$ cat config.mk
export PLATFORM = sky130hd
export DESIGN_NAME = ex_mem_reg_flat
export DESIGN_NICKNAME = d
export VERILOG_FILES = /design/src/rtl/ex_mem_reg_pkg.sv /design/src/rtl/ex_mem_reg_if.sv /design/src/rtl/ex_mem_reg_stall_watchdog.sv /design/src/rtl/ex_mem_reg.sv /design/src/flat_wrapper.sv
export SDC_FILE = /design/constraint.sdc
export NUM_CORES = 1
export LEC_CHECK = 0
export BUFFER_PORTS_ARGS = -buffer_cell sky130_fd_sc_hd__buf_2
export CAP_MARGIN = 15
export CORE_MARGIN = 4
export CORE_UTILIZATION = 46
export CTS_CLUSTER_DIAMETER = 80
export CTS_CLUSTER_SIZE = 16
export DETAILED_ROUTE_END_ITERATION = 12
export MAX_ROUTING_LAYER = met4
export PLACE_DENSITY = 0.74
export SYNTH_ARGS = -nofsm -noshare
export SYNTH_HDL_FRONTEND = slang
export SYNTH_HIERARCHICAL = 1
export SYNTH_SLANG_ARGS = --single-unit
$ cat constraint.sdc
create_clock -name clk -period 5.5 [get_ports clk]
set_input_delay 1.65 -clock clk [delete_from_list [all_inputs] [get_ports clk]]
set_output_delay 1.65 -clock clk [all_outputs]
set_load 0.02 [all_outputs]
$ cat src/rtl/ex_mem_reg_pkg.sv
// Shared types for the EX/MEM pipeline register: slot state, control bundle and the
// bubble encoding used whenever an instruction is squashed.
package ex_mem_reg_pkg;

    localparam int DATA_W = 16;
    localparam int REG_AW = 3;

    typedef enum logic [1:0] {
        RUN  = 2'd0,
        HOLD = 2'd1,
        HALT = 2'd2
    } state_t;

    typedef struct packed {
        logic RegWrite;
        logic DMemWrite;
        logic DMemEn;
        logic MemToReg;
        logic DMemDump;
        logic Valid;
    } ctrl_t;

    typedef struct packed {
        ctrl_t             ctrl;
        logic [DATA_W-1:0] alu_res;
        logic [DATA_W-1:0] rt_data;
        logic [REG_AW-1:0] rs_addr;
        logic [REG_AW-1:0] rt_addr;
        logic [REG_AW-1:0] rd_addr;
    } slot_t;

    localparam ctrl_t BUBBLE_CTRL = '0;

    // A valid dump sitting in the register retires on the next edge the memory stage accepts.
    function automatic logic is_valid_dump(input slot_t s);
        return s.ctrl.Valid & s.ctrl.DMemDump;
    endfunction

endpackage

$ cat src/rtl/ex_mem_reg_if.sv
// Execute-to-memory bus. slave = the pipeline register, master = whoever drives execute results.
// Handshake: no valid/ready pair; memStall=1 means the register holds its contents this edge,
// memStall=0 means the current inputs (or a bubble) are captured on the edge.
interface ex_mem_reg_if;
    import ex_mem_reg_pkg::*;

    logic [DATA_W-1:0] AluResIn, RtDataIn;
    logic              RegWriteIn, DMemWriteIn, DMemEnIn, MemToRegIn, DMemDumpIn;
    logic [REG_AW-1:0] RsAddrIn, RtAddrIn, RdAddrIn;
    logic              ValidIn, flush, memStall;

    logic [DATA_W-1:0] AluRes, RtIn;
    logic              RegWrite, DMemWrite, DMemEn, MemToReg, DMemDump;
    logic [REG_AW-1:0] RsAddr, RtAddr, RdAddr;
    logic              Valid, upStall, halted, wdErr;
    state_t            dbg_state;

    modport slave (
        input  AluResIn, RtDataIn, RegWriteIn, DMemWriteIn, DMemEnIn, MemToRegIn, DMemDumpIn,
        input  RsAddrIn, RtAddrIn, RdAddrIn, ValidIn, flush, memStall,
        output AluRes, RtIn, RegWrite, DMemWrite, DMemEn, MemToReg, DMemDump,
        output RsAddr, RtAddr, RdAddr, Valid, upStall, halted, wdErr, dbg_state
    );

    modport master (
        output AluResIn, RtDataIn, RegWriteIn, DMemWriteIn, DMemEnIn, MemToRegIn, DMemDumpIn,
        output RsAddrIn, RtAddrIn, RdAddrIn, ValidIn, flush, memStall,
        input  AluRes, RtIn, RegWrite, DMemWrite, DMemEn, MemToReg, DMemDump,
        input  RsAddr, RtAddr, RdAddr, Valid, upStall, halted, wdErr, dbg_state
    );

endinterface

$ cat src/rtl/ex_mem_reg_stall_watchdog.sv
// Counts consecutive held cycles (saturating) and raises a sticky error once the
// count reaches STALL_LIMIT; the count clears whenever counting is not enabled.
module ex_mem_reg_stall_watchdog #(
    parameter int STALL_LIMIT = 64,
    parameter int CNT_W       = 7
) (
    input  logic clk,
    input  logic rst,
    input  logic en_i,
    output logic err_o
);

    localparam logic [CNT_W-1:0] LIMIT = CNT_W'(STALL_LIMIT);

    logic [CNT_W-1:0] cnt_q, cnt_d;
    logic             err_q, err_d;

    always_comb begin
        cnt_d = '0;
        if (en_i) begin
            cnt_d = (cnt_q >= LIMIT) ? cnt_q : cnt_q + CNT_W'(1);
        end
        err_d = err_q | (cnt_d == LIMIT);
    end

    always_ff @(posedge clk or negedge rst) begin
        if (!rst) begin
            cnt_q <= '0;
            err_q <= 1'b0;
        end else begin
            cnt_q <= cnt_d;
            err_q <= err_d;
        end
    end

    assign err_o = err_q;

endmodule

$ cat src/rtl/ex_mem_reg.sv
// EX/MEM pipeline register: captures execute results, freezes under memory stall,
// bubbles flushed and post-halt slots, and drives the upstream freeze.
module ex_mem_reg
    import ex_mem_reg_pkg::*;
#(
    parameter int STALL_LIMIT = 64,
    parameter int CNT_W       = 7
) (
    input  logic         clk,
    input  logic         rst,
    ex_mem_reg_if.slave  bus
);

    state_t state_q, state_d;
    slot_t  slot_q, slot_d, in_slot;
    logic   flush_pend_q, flush_pend_d;
    logic   capture, bubble, wd_en, dump_leaving;

    assign dump_leaving = is_valid_dump(slot_q);

    always_ff @(posedge clk or negedge rst) begin
        if (!rst) state_q <= RUN;
        else      state_q <= state_d;
    end

    // HALT is entered on the edge the dump instruction is handed on, never earlier.
    always_comb begin
        state_d = state_q;
        unique case (state_q)
            RUN, HOLD: begin
                if (bus.memStall)      state_d = HOLD;
                else if (dump_leaving) state_d = HALT;
                else                   state_d = RUN;
            end
            HALT:    state_d = HALT;
            default: state_d = RUN;
        endcase
    end

    always_comb begin
        capture       = ~bus.memStall;
        wd_en         = bus.memStall & (state_q != HALT);
        bubble        = (state_q == HALT) | dump_leaving | bus.flush | flush_pend_q | ~bus.ValidIn;
        bus.upStall   = bus.memStall | (state_q == HALT);
        bus.halted    = (state_q == HALT);
        bus.dbg_state = state_q;
    end

    always_comb begin
        in_slot                = '0;
        in_slot.ctrl.RegWrite  = bus.RegWriteIn;
        in_slot.ctrl.DMemWrite = bus.DMemWriteIn;
        in_slot.ctrl.DMemEn    = bus.DMemEnIn;
        in_slot.ctrl.MemToReg  = bus.MemToRegIn;
        in_slot.ctrl.DMemDump  = bus.DMemDumpIn;
        in_slot.ctrl.Valid     = bus.ValidIn;
        in_slot.alu_res        = bus.AluResIn;
        in_slot.rt_data        = bus.RtDataIn;
        in_slot.rs_addr        = bus.RsAddrIn;
        in_slot.rt_addr        = bus.RtAddrIn;
        in_slot.rd_addr        = bus.RdAddrIn;
    end

    // A flush seen while held targets the slot that enters on release, not the held one.
    always_comb begin
        slot_d       = slot_q;
        flush_pend_d = flush_pend_q | bus.flush;
        if (capture) begin
            flush_pend_d = 1'b0;
            if (bubble) begin
                slot_d      = '0;
                slot_d.ctrl = BUBBLE_CTRL;
            end else begin
                slot_d = in_slot;
            end
        end
    end

    always_ff @(posedge clk or negedge rst) begin
        if (!rst) begin
            slot_q       <= '0;
            flush_pend_q <= 1'b0;
        end else begin
            slot_q       <= slot_d;
            flush_pend_q <= flush_pend_d;
        end
    end

    ex_mem_reg_stall_watchdog #(
        .STALL_LIMIT (STALL_LIMIT),
        .CNT_W       (CNT_W)
    ) u_watchdog (
        .clk   (clk),
        .rst   (rst),
        .en_i  (wd_en),
        .err_o (bus.wdErr)
    );

    assign bus.AluRes    = slot_q.alu_res;
    assign bus.RtIn      = slot_q.rt_data;
    assign bus.RegWrite  = slot_q.ctrl.RegWrite;
    assign bus.DMemWrite = slot_q.ctrl.DMemWrite;
    assign bus.DMemEn    = slot_q.ctrl.DMemEn;
    assign bus.MemToReg  = slot_q.ctrl.MemToReg;
    assign bus.DMemDump  = slot_q.ctrl.DMemDump;
    assign bus.RsAddr    = slot_q.rs_addr;
    assign bus.RtAddr    = slot_q.rt_addr;
    assign bus.RdAddr    = slot_q.rd_addr;
    assign bus.Valid     = slot_q.ctrl.Valid;

endmodule

$ cat src/flat_wrapper.sv
// flat-port wrapper written by rule: the top's interface ports become plain ports
module ex_mem_reg_flat import ex_mem_reg_pkg::*;
#(
    parameter int STALL_LIMIT = 64,
    parameter int CNT_W       = 7
)
  (clk, rst, bus_AluResIn, bus_RtDataIn, bus_RegWriteIn, bus_DMemWriteIn, bus_DMemEnIn, bus_MemToRegIn, bus_DMemDumpIn, bus_RsAddrIn, bus_RtAddrIn, bus_RdAddrIn, bus_ValidIn, bus_flush, bus_memStall, bus_AluRes, bus_RtIn, bus_RegWrite, bus_DMemWrite, bus_DMemEn, bus_MemToReg, bus_DMemDump, bus_RsAddr, bus_RtAddr, bus_RdAddr, bus_Valid, bus_upStall, bus_halted, bus_wdErr, bus_dbg_state);
  ex_mem_reg_if bus_i ();
  input  logic clk;
  input  logic rst;
  input wire logic [$bits(bus_i.AluResIn)-1:0] bus_AluResIn;
  input wire logic [$bits(bus_i.RtDataIn)-1:0] bus_RtDataIn;
  input wire logic [$bits(bus_i.RegWriteIn)-1:0] bus_RegWriteIn;
  input wire logic [$bits(bus_i.DMemWriteIn)-1:0] bus_DMemWriteIn;
  input wire logic [$bits(bus_i.DMemEnIn)-1:0] bus_DMemEnIn;
  input wire logic [$bits(bus_i.MemToRegIn)-1:0] bus_MemToRegIn;
  input wire logic [$bits(bus_i.DMemDumpIn)-1:0] bus_DMemDumpIn;
  input wire logic [$bits(bus_i.RsAddrIn)-1:0] bus_RsAddrIn;
  input wire logic [$bits(bus_i.RtAddrIn)-1:0] bus_RtAddrIn;
  input wire logic [$bits(bus_i.RdAddrIn)-1:0] bus_RdAddrIn;
  input wire logic [$bits(bus_i.ValidIn)-1:0] bus_ValidIn;
  input wire logic [$bits(bus_i.flush)-1:0] bus_flush;
  input wire logic [$bits(bus_i.memStall)-1:0] bus_memStall;
  output wire logic [$bits(bus_i.AluRes)-1:0] bus_AluRes;
  output wire logic [$bits(bus_i.RtIn)-1:0] bus_RtIn;
  output wire logic [$bits(bus_i.RegWrite)-1:0] bus_RegWrite;
  output wire logic [$bits(bus_i.DMemWrite)-1:0] bus_DMemWrite;
  output wire logic [$bits(bus_i.DMemEn)-1:0] bus_DMemEn;
  output wire logic [$bits(bus_i.MemToReg)-1:0] bus_MemToReg;
  output wire logic [$bits(bus_i.DMemDump)-1:0] bus_DMemDump;
  output wire logic [$bits(bus_i.RsAddr)-1:0] bus_RsAddr;
  output wire logic [$bits(bus_i.RtAddr)-1:0] bus_RtAddr;
  output wire logic [$bits(bus_i.RdAddr)-1:0] bus_RdAddr;
  output wire logic [$bits(bus_i.Valid)-1:0] bus_Valid;
  output wire logic [$bits(bus_i.upStall)-1:0] bus_upStall;
  output wire logic [$bits(bus_i.halted)-1:0] bus_halted;
  output wire logic [$bits(bus_i.wdErr)-1:0] bus_wdErr;
  output wire logic [$bits(bus_i.dbg_state)-1:0] bus_dbg_state;
  assign bus_i.AluResIn = bus_AluResIn;
  assign bus_i.RtDataIn = bus_RtDataIn;
  assign bus_i.RegWriteIn = bus_RegWriteIn;
  assign bus_i.DMemWriteIn = bus_DMemWriteIn;
  assign bus_i.DMemEnIn = bus_DMemEnIn;
  assign bus_i.MemToRegIn = bus_MemToRegIn;
  assign bus_i.DMemDumpIn = bus_DMemDumpIn;
  assign bus_i.RsAddrIn = bus_RsAddrIn;
  assign bus_i.RtAddrIn = bus_RtAddrIn;
  assign bus_i.RdAddrIn = bus_RdAddrIn;
  assign bus_i.ValidIn = bus_ValidIn;
  assign bus_i.flush = bus_flush;
  assign bus_i.memStall = bus_memStall;
  assign bus_AluRes = bus_i.AluRes;
  assign bus_RtIn = bus_i.RtIn;
  assign bus_RegWrite = bus_i.RegWrite;
  assign bus_DMemWrite = bus_i.DMemWrite;
  assign bus_DMemEn = bus_i.DMemEn;
  assign bus_MemToReg = bus_i.MemToReg;
  assign bus_DMemDump = bus_i.DMemDump;
  assign bus_RsAddr = bus_i.RsAddr;
  assign bus_RtAddr = bus_i.RtAddr;
  assign bus_RdAddr = bus_i.RdAddr;
  assign bus_Valid = bus_i.Valid;
  assign bus_upStall = bus_i.upStall;
  assign bus_halted = bus_i.halted;
  assign bus_wdErr = bus_i.wdErr;
  assign bus_dbg_state = bus_i.dbg_state;
  ex_mem_reg #(.STALL_LIMIT(STALL_LIMIT), .CNT_W(CNT_W)) u_core (.clk(clk), .rst(rst), .bus(bus_i));
endmodule
; Word-level counts from Yosys, hierarchy flattened
; Cells that the tools add are included.
[word_totals]
register_bits = 58
rom_bits = 0
latchBits = 0
wordCells = 40
ramBits = 0
n_memories = 0
[op_classes]
order_cmp = 1
shifts = 0
add_sub_neg = 1
n_bitwise = 10
reduce_logical = 2
mux = 7
mul = 0
div = 0
eq_ne = 4
[ops]
columns = op, count
row1 = 47-bit two-way mux, 1
row2 = 7-bit two-way mux, 2
row3 = 7-bit by 1-bit adder with 7-bit output (second input constant), 1
row4 = 7-bit equality test (second input constant), 1
row5 = 7-bit greater-or-equal comparator (second input constant), 1
row6 = 1-bit bitwise OR, 7
row7 = 2-bit two-way mux, 2
row8 = 2-bit one-hot mux with 2 select lines, 1
row9 = 1-bit bitwise AND, 2
row10 = 2-bit by 1-bit equality test with 1-bit output (second input constant), 1
row11 = 2-bit equality test (second input constant), 1
row12 = 2-bit zero test, 1
row13 = 2-bit inequality test (second input constant), 1
row14 = 2-bit OR reduction, 1
row15 = 1-bit two-way mux, 1
row16 = 1-bit inverter, 1

; Logic depth before layout (Yosys ltp)
[logic_depth]
ltp_word = 6
depth_mapped = 9
mapped_depth_nobuf = 6

; By module
; The synthesis kept the hierarchy.
[by_module_without_submodules]
columns = module, instances, cells_per_inst, seq_area_each_um2, area_each_um2
row1 = ex_mem_reg, 1, 226, 1251.2, 2598.7
row2 = ex_mem_reg_stall_watchdog, 1, 39, 200.2, 437.9

; Worst setup path before layout
; No wires, ideal clock.
[synth_timing]
path_kind = input -> output
startpoint = in bus_memStall
endpoint = out bus_upStall
path_buffers = 2
stages = 3
required_time_ns = 3.850
path_slack_ns = 1.559
arrival_ns = 2.291
cell_sequence = buf_2 > buf_2 > or2_2
[synth_via]
elab_chain_len = 1
[synth_lines]
columns = element, line
row1 = "start, declared", flat_wrapper.sv:23  ; input wire logic [$bits(bus_i.memStall)-1:0] bus_memStall;
row2 = 1-bit bitwise OR, ex_mem_reg.sv:44  ; bus.upStall = bus.memStall | (state_q == HALT);
row3 = "end, declared", flat_wrapper.sv:35  ; output wire logic [$bits(bus_i.upStall)-1:0] bus_upStall;
; Every way passes these cells.

; Worst setup path in the final report
; Same ends and word-level chain as after synthesis.

==> results_dict.tcl <==
set metrics [dict create \
    combinationalPowerShare_pct 14.0 \
    drt_wl_total_microns 6830 \
    utilization_pct 58.6 \
    rsz0062_at_grt "no" \
    die_h_microns 89.3 \
    antennaDiodeCount 0 \
    drcViolationCount 0 \
    hold_viol 0 \
    cts_max_level 3 \
    wl_per_cell_microns 15.7 \
    ys_types 28 \
    setup_viol 0 \
    drive_gt1_share_pct 46.5 \
    end_kind "output pin" \
    crit_top_cell "buf_2" \
    fin_nets 407 \
    fin_area_sq_um 3740 \
    netlist_instances 265 \
    io_pins 103 \
    place_inst 420 \
    clkPwrFrac_pct 41.6 \
    cts_setup_buffers 0 \
    netlist_area_sq_um 3040 \
    cts_tree "built" \
    fin_skew_ns 0.0114 \
    placed_area_sq_um 3530 \
    status "complete, no violations" \
    syn_area_per_cell_sq_um 11.5 \
    core-area_sq_um 6390 \
    via_per_inst 5.33 \
    grt_max_degree 99 \
    cts.clk_slew.worst_paths_ns 0.06 \
    path_cells "buf_2 > or2_2 > buf_2" \
    worst_pin_slew_ns 0.794 \
    gp_congestion 0.783 \
    switching_share_pct 26.0 \
    io_buffers 102 \
    ant_nets 0 \
    crit_type "primary input to output pin" \
    slew_headroom_pct 46.9 \
    switchingPower_w 0.000269 \
    grtUsageTotal_pct 18.3 \
    yosysSeqAreaShare_pct 47.8 \
    drt_pass1_iterations 4 \
    drtIter0Drc 164 \
    crit_slowest_cell "or2_2" \
    power.density_nw_per_um2 276 \
    seqPwrFrac_pct 44.3 \
    die-area_sq_um 7970 \
    yosysWarnings 6 \
    clock_path_buffers 2 \
    nFillCells 541 \
    fin_crit_sh_pct 70.2 \
    internal_power_w 0.000765 \
    cts_hold_buf 0 \
    critPathBufInv 2 \
    syn_nets 318 \
    final-instance-count-excl-fill 436 \
    clock_sinks 58 \
    critPathTopFamily "buffers and inverters" \
    hp-class "flop to flop" \
    fin_crit_ns 3.86 \
    root_buffer "clkbuf_8" \
    antenna_found_initial 0 \
    grt_pass1_vias 2283 \
    fin_tns_setup_ns 0 \
    vias 2323 \
    required_ns 3.85 \
    hold_ws_ns 0.474 \
    area_growth_pct 23.3 \
    worstPathArrival_ns 2.21 \
    std_cell_rows 29 \
    clk_latency_ns 0.33 \
    max_freq_mhz 259 \
    synth_seq_cells 58 \
    ir_drop_uv 173 \
    p_leak_nw 1.94 \
    maxSlewViolCount 0 \
    grt_pass1_wl_microns 11000 \
    dpl.hpwl_microns 4410 \
    crit_path_max_incr_delay_ns 0.28 \
    grt_overflow 0 \
    drv_cap 0 \
    die_x_microns 89.3 \
    cts_resized 0 \
    start_util_pct 47.6 \
    worstPathMaxFanout 2 \
    startpoint_type "primary input" \
    numCtsBuffers 9 \
]
layout make-up:
| class | instances | area [sq um] | share of cell area [%] |
|---|---|---|---|
| clock buffer | 10 | 138 | 3.68 |
| timing repair buffer | 107 | 548 | 14.6 |
| inverter | 4 | 15.0 | 0.401 |
| tap | 77 | 96.3 | 2.57 |
| clock inverter | 6 | 80.1 | 2.14 |
| multi-input combinational | 174 | 1420 | 37.8 |
| sequential | 58 | 1450 | 38.8 |
layout by cell type (no fill, tap or decap), types with 2 or more instances in the layout:
cell type  count
buf_4          5
nor2b_1        4
dfrtp_1       58
o41ai_1       11
o21ai_1        2
bufinv_16      2
nand4b_1       2
clkbuf_8      10
buf_2        102
ha_1           2
inv_1          3
clkinv_2       4
nand2b_1      47
and2_1         2
o41ai_2       37
mux2i_1        2
nand2_1       50
xnor2_1        3
nand3_1        2
sequential cells by signal, indices dropped and copies added (netlist names):
name	cells
u_core/bus.AluRes	16
u_core/bus.RtIn	16
u_core/u_watchdog/cnt_q	7
u_core/bus.RdAddr	3
u_core/bus.RsAddr	3
u_core/bus.RtAddr	3
u_core/bus.dbg_state	2
u_core/bus.DMemDump	1
u_core/bus.DMemEn	1
u_core/bus.DMemWrite	1
u_core/bus.MemToReg	1
u_core/bus.RegWrite	1
u_core/bus.Valid	1
u_core/flush_pend_q	1
u_core/u_watchdog/err_o	1
metal layers:
metal / vias to the layer above / global-route usage, % / routed length, microns
met5: - / - / 0
met4: 0 / 7.17 / 64
met3: 7 / 3.13 / 355
met2: 79 / 26.4 / 3300
met1: 1117 / 25.8 / 3120
li1: 1120 / - / -
final timing paths:
check                                                  start                                 to  slack [ns]  cells after the start
min                        u_core/u_watchdog/err_o$_DFF_PN0_  u_core/u_watchdog/err_o$_DFF_PN0_        0.47                      2
min reg2reg                u_core/u_watchdog/err_o$_DFF_PN0_  u_core/u_watchdog/err_o$_DFF_PN0_        0.47                      2
min in group asynchronous                                rst     u_core/bus.RtIn[6]$_DFFE_PN0N_        1.45                      2
max reg2reg                u_core/bus.dbg_state[1]$_DFF_PN0_  u_core/u_watchdog/err_o$_DFF_PN0_        2.59                      7
max in group asynchronous                                rst    u_core/bus.RtIn[10]$_DFFE_PN0N_        3.52                      2
max                                             bus_memStall                        bus_upStall        1.64                      3
power by group through the flow:
stage	sequential, W	combinational (W)	clock, W
finish	0.000458	0.000145	0.000430
global route	0.000461	0.000160	0.000457
CTS	0.000458	0.000148	0.000441
detailed placement	0.000466	0.000148	0
global placement	0.000466	0.000145	0
floorplan	0.000486	0.0000734	0
synth_stat cells, drive strengths merged:
cell type / number / share of area, %
a211o: 1 / 0.29
a31o: 1 / 0.29
and2: 3 / 0.70
buf: 18 / 4.0
clkbuf: 11 / 1.4
dfrtp: 58 / 48
ha: 2 / 0.82
inv: 4 / 0.49
mux2i: 2 / 0.66
nand2: 50 / 6.2
nand2b: 47 / 9.7
nand3: 2 / 0.33
nand4b: 2 / 0.58
nand4bb: 1 / 0.37
nor2: 1 / 0.12
nor2b: 5 / 1.0
nor4: 1 / 0.21
o21a: 1 / 0.25
o21ai: 2 / 0.33
o41ai: 48 / 23
or2: 1 / 0.21
or4b: 1 / 0.45
xnor2: 3 / 0.87
cell families (layout without fill, tap and decap cells):
| logic type | Yosys count | count (layout) | synth area share, % |
|---|---|---|---|
| and+or+nand+nor | 114 | 114 | 19.9 |
| DFF | 58 | 58 | 47.8 |
| AOI/OAI and AO/OA | 53 | 53 | 24.1 |
| buffers and inverters | 33 | 127 | 5.85 |
| xor gates and xnor gates | 3 | 3 | 0.865 |
| adders and majority gates | 2 | 2 | 0.824 |
| muxes | 2 | 2 | 0.659 |
metrics by stage:
stage | power, W | setup WS (ns)
2_1_floorplan | 0.000559 | 1.56
3_3_place_gp | 0.000611 | 1.56
3_5_place_dp | 0.000614 | 1.46
4_1_cts | 0.00105 | 1.63
5_1_grt | 0.00108 | 1.53
6_report | 0.00103 | 1.64
worst reg2reg max path, stage by stage (launching register included):
cell,delay (ns)
dfrtp_1,0.38
nor2b_4,0.68
buf_4,0.51
nor2b_1,0.24
nand4bb_1,0.15
o21ai_1,0.10
or4b_4,0.55
o41ai_2,0.20
Note: power is estimated with default switching activity, not from simulation.
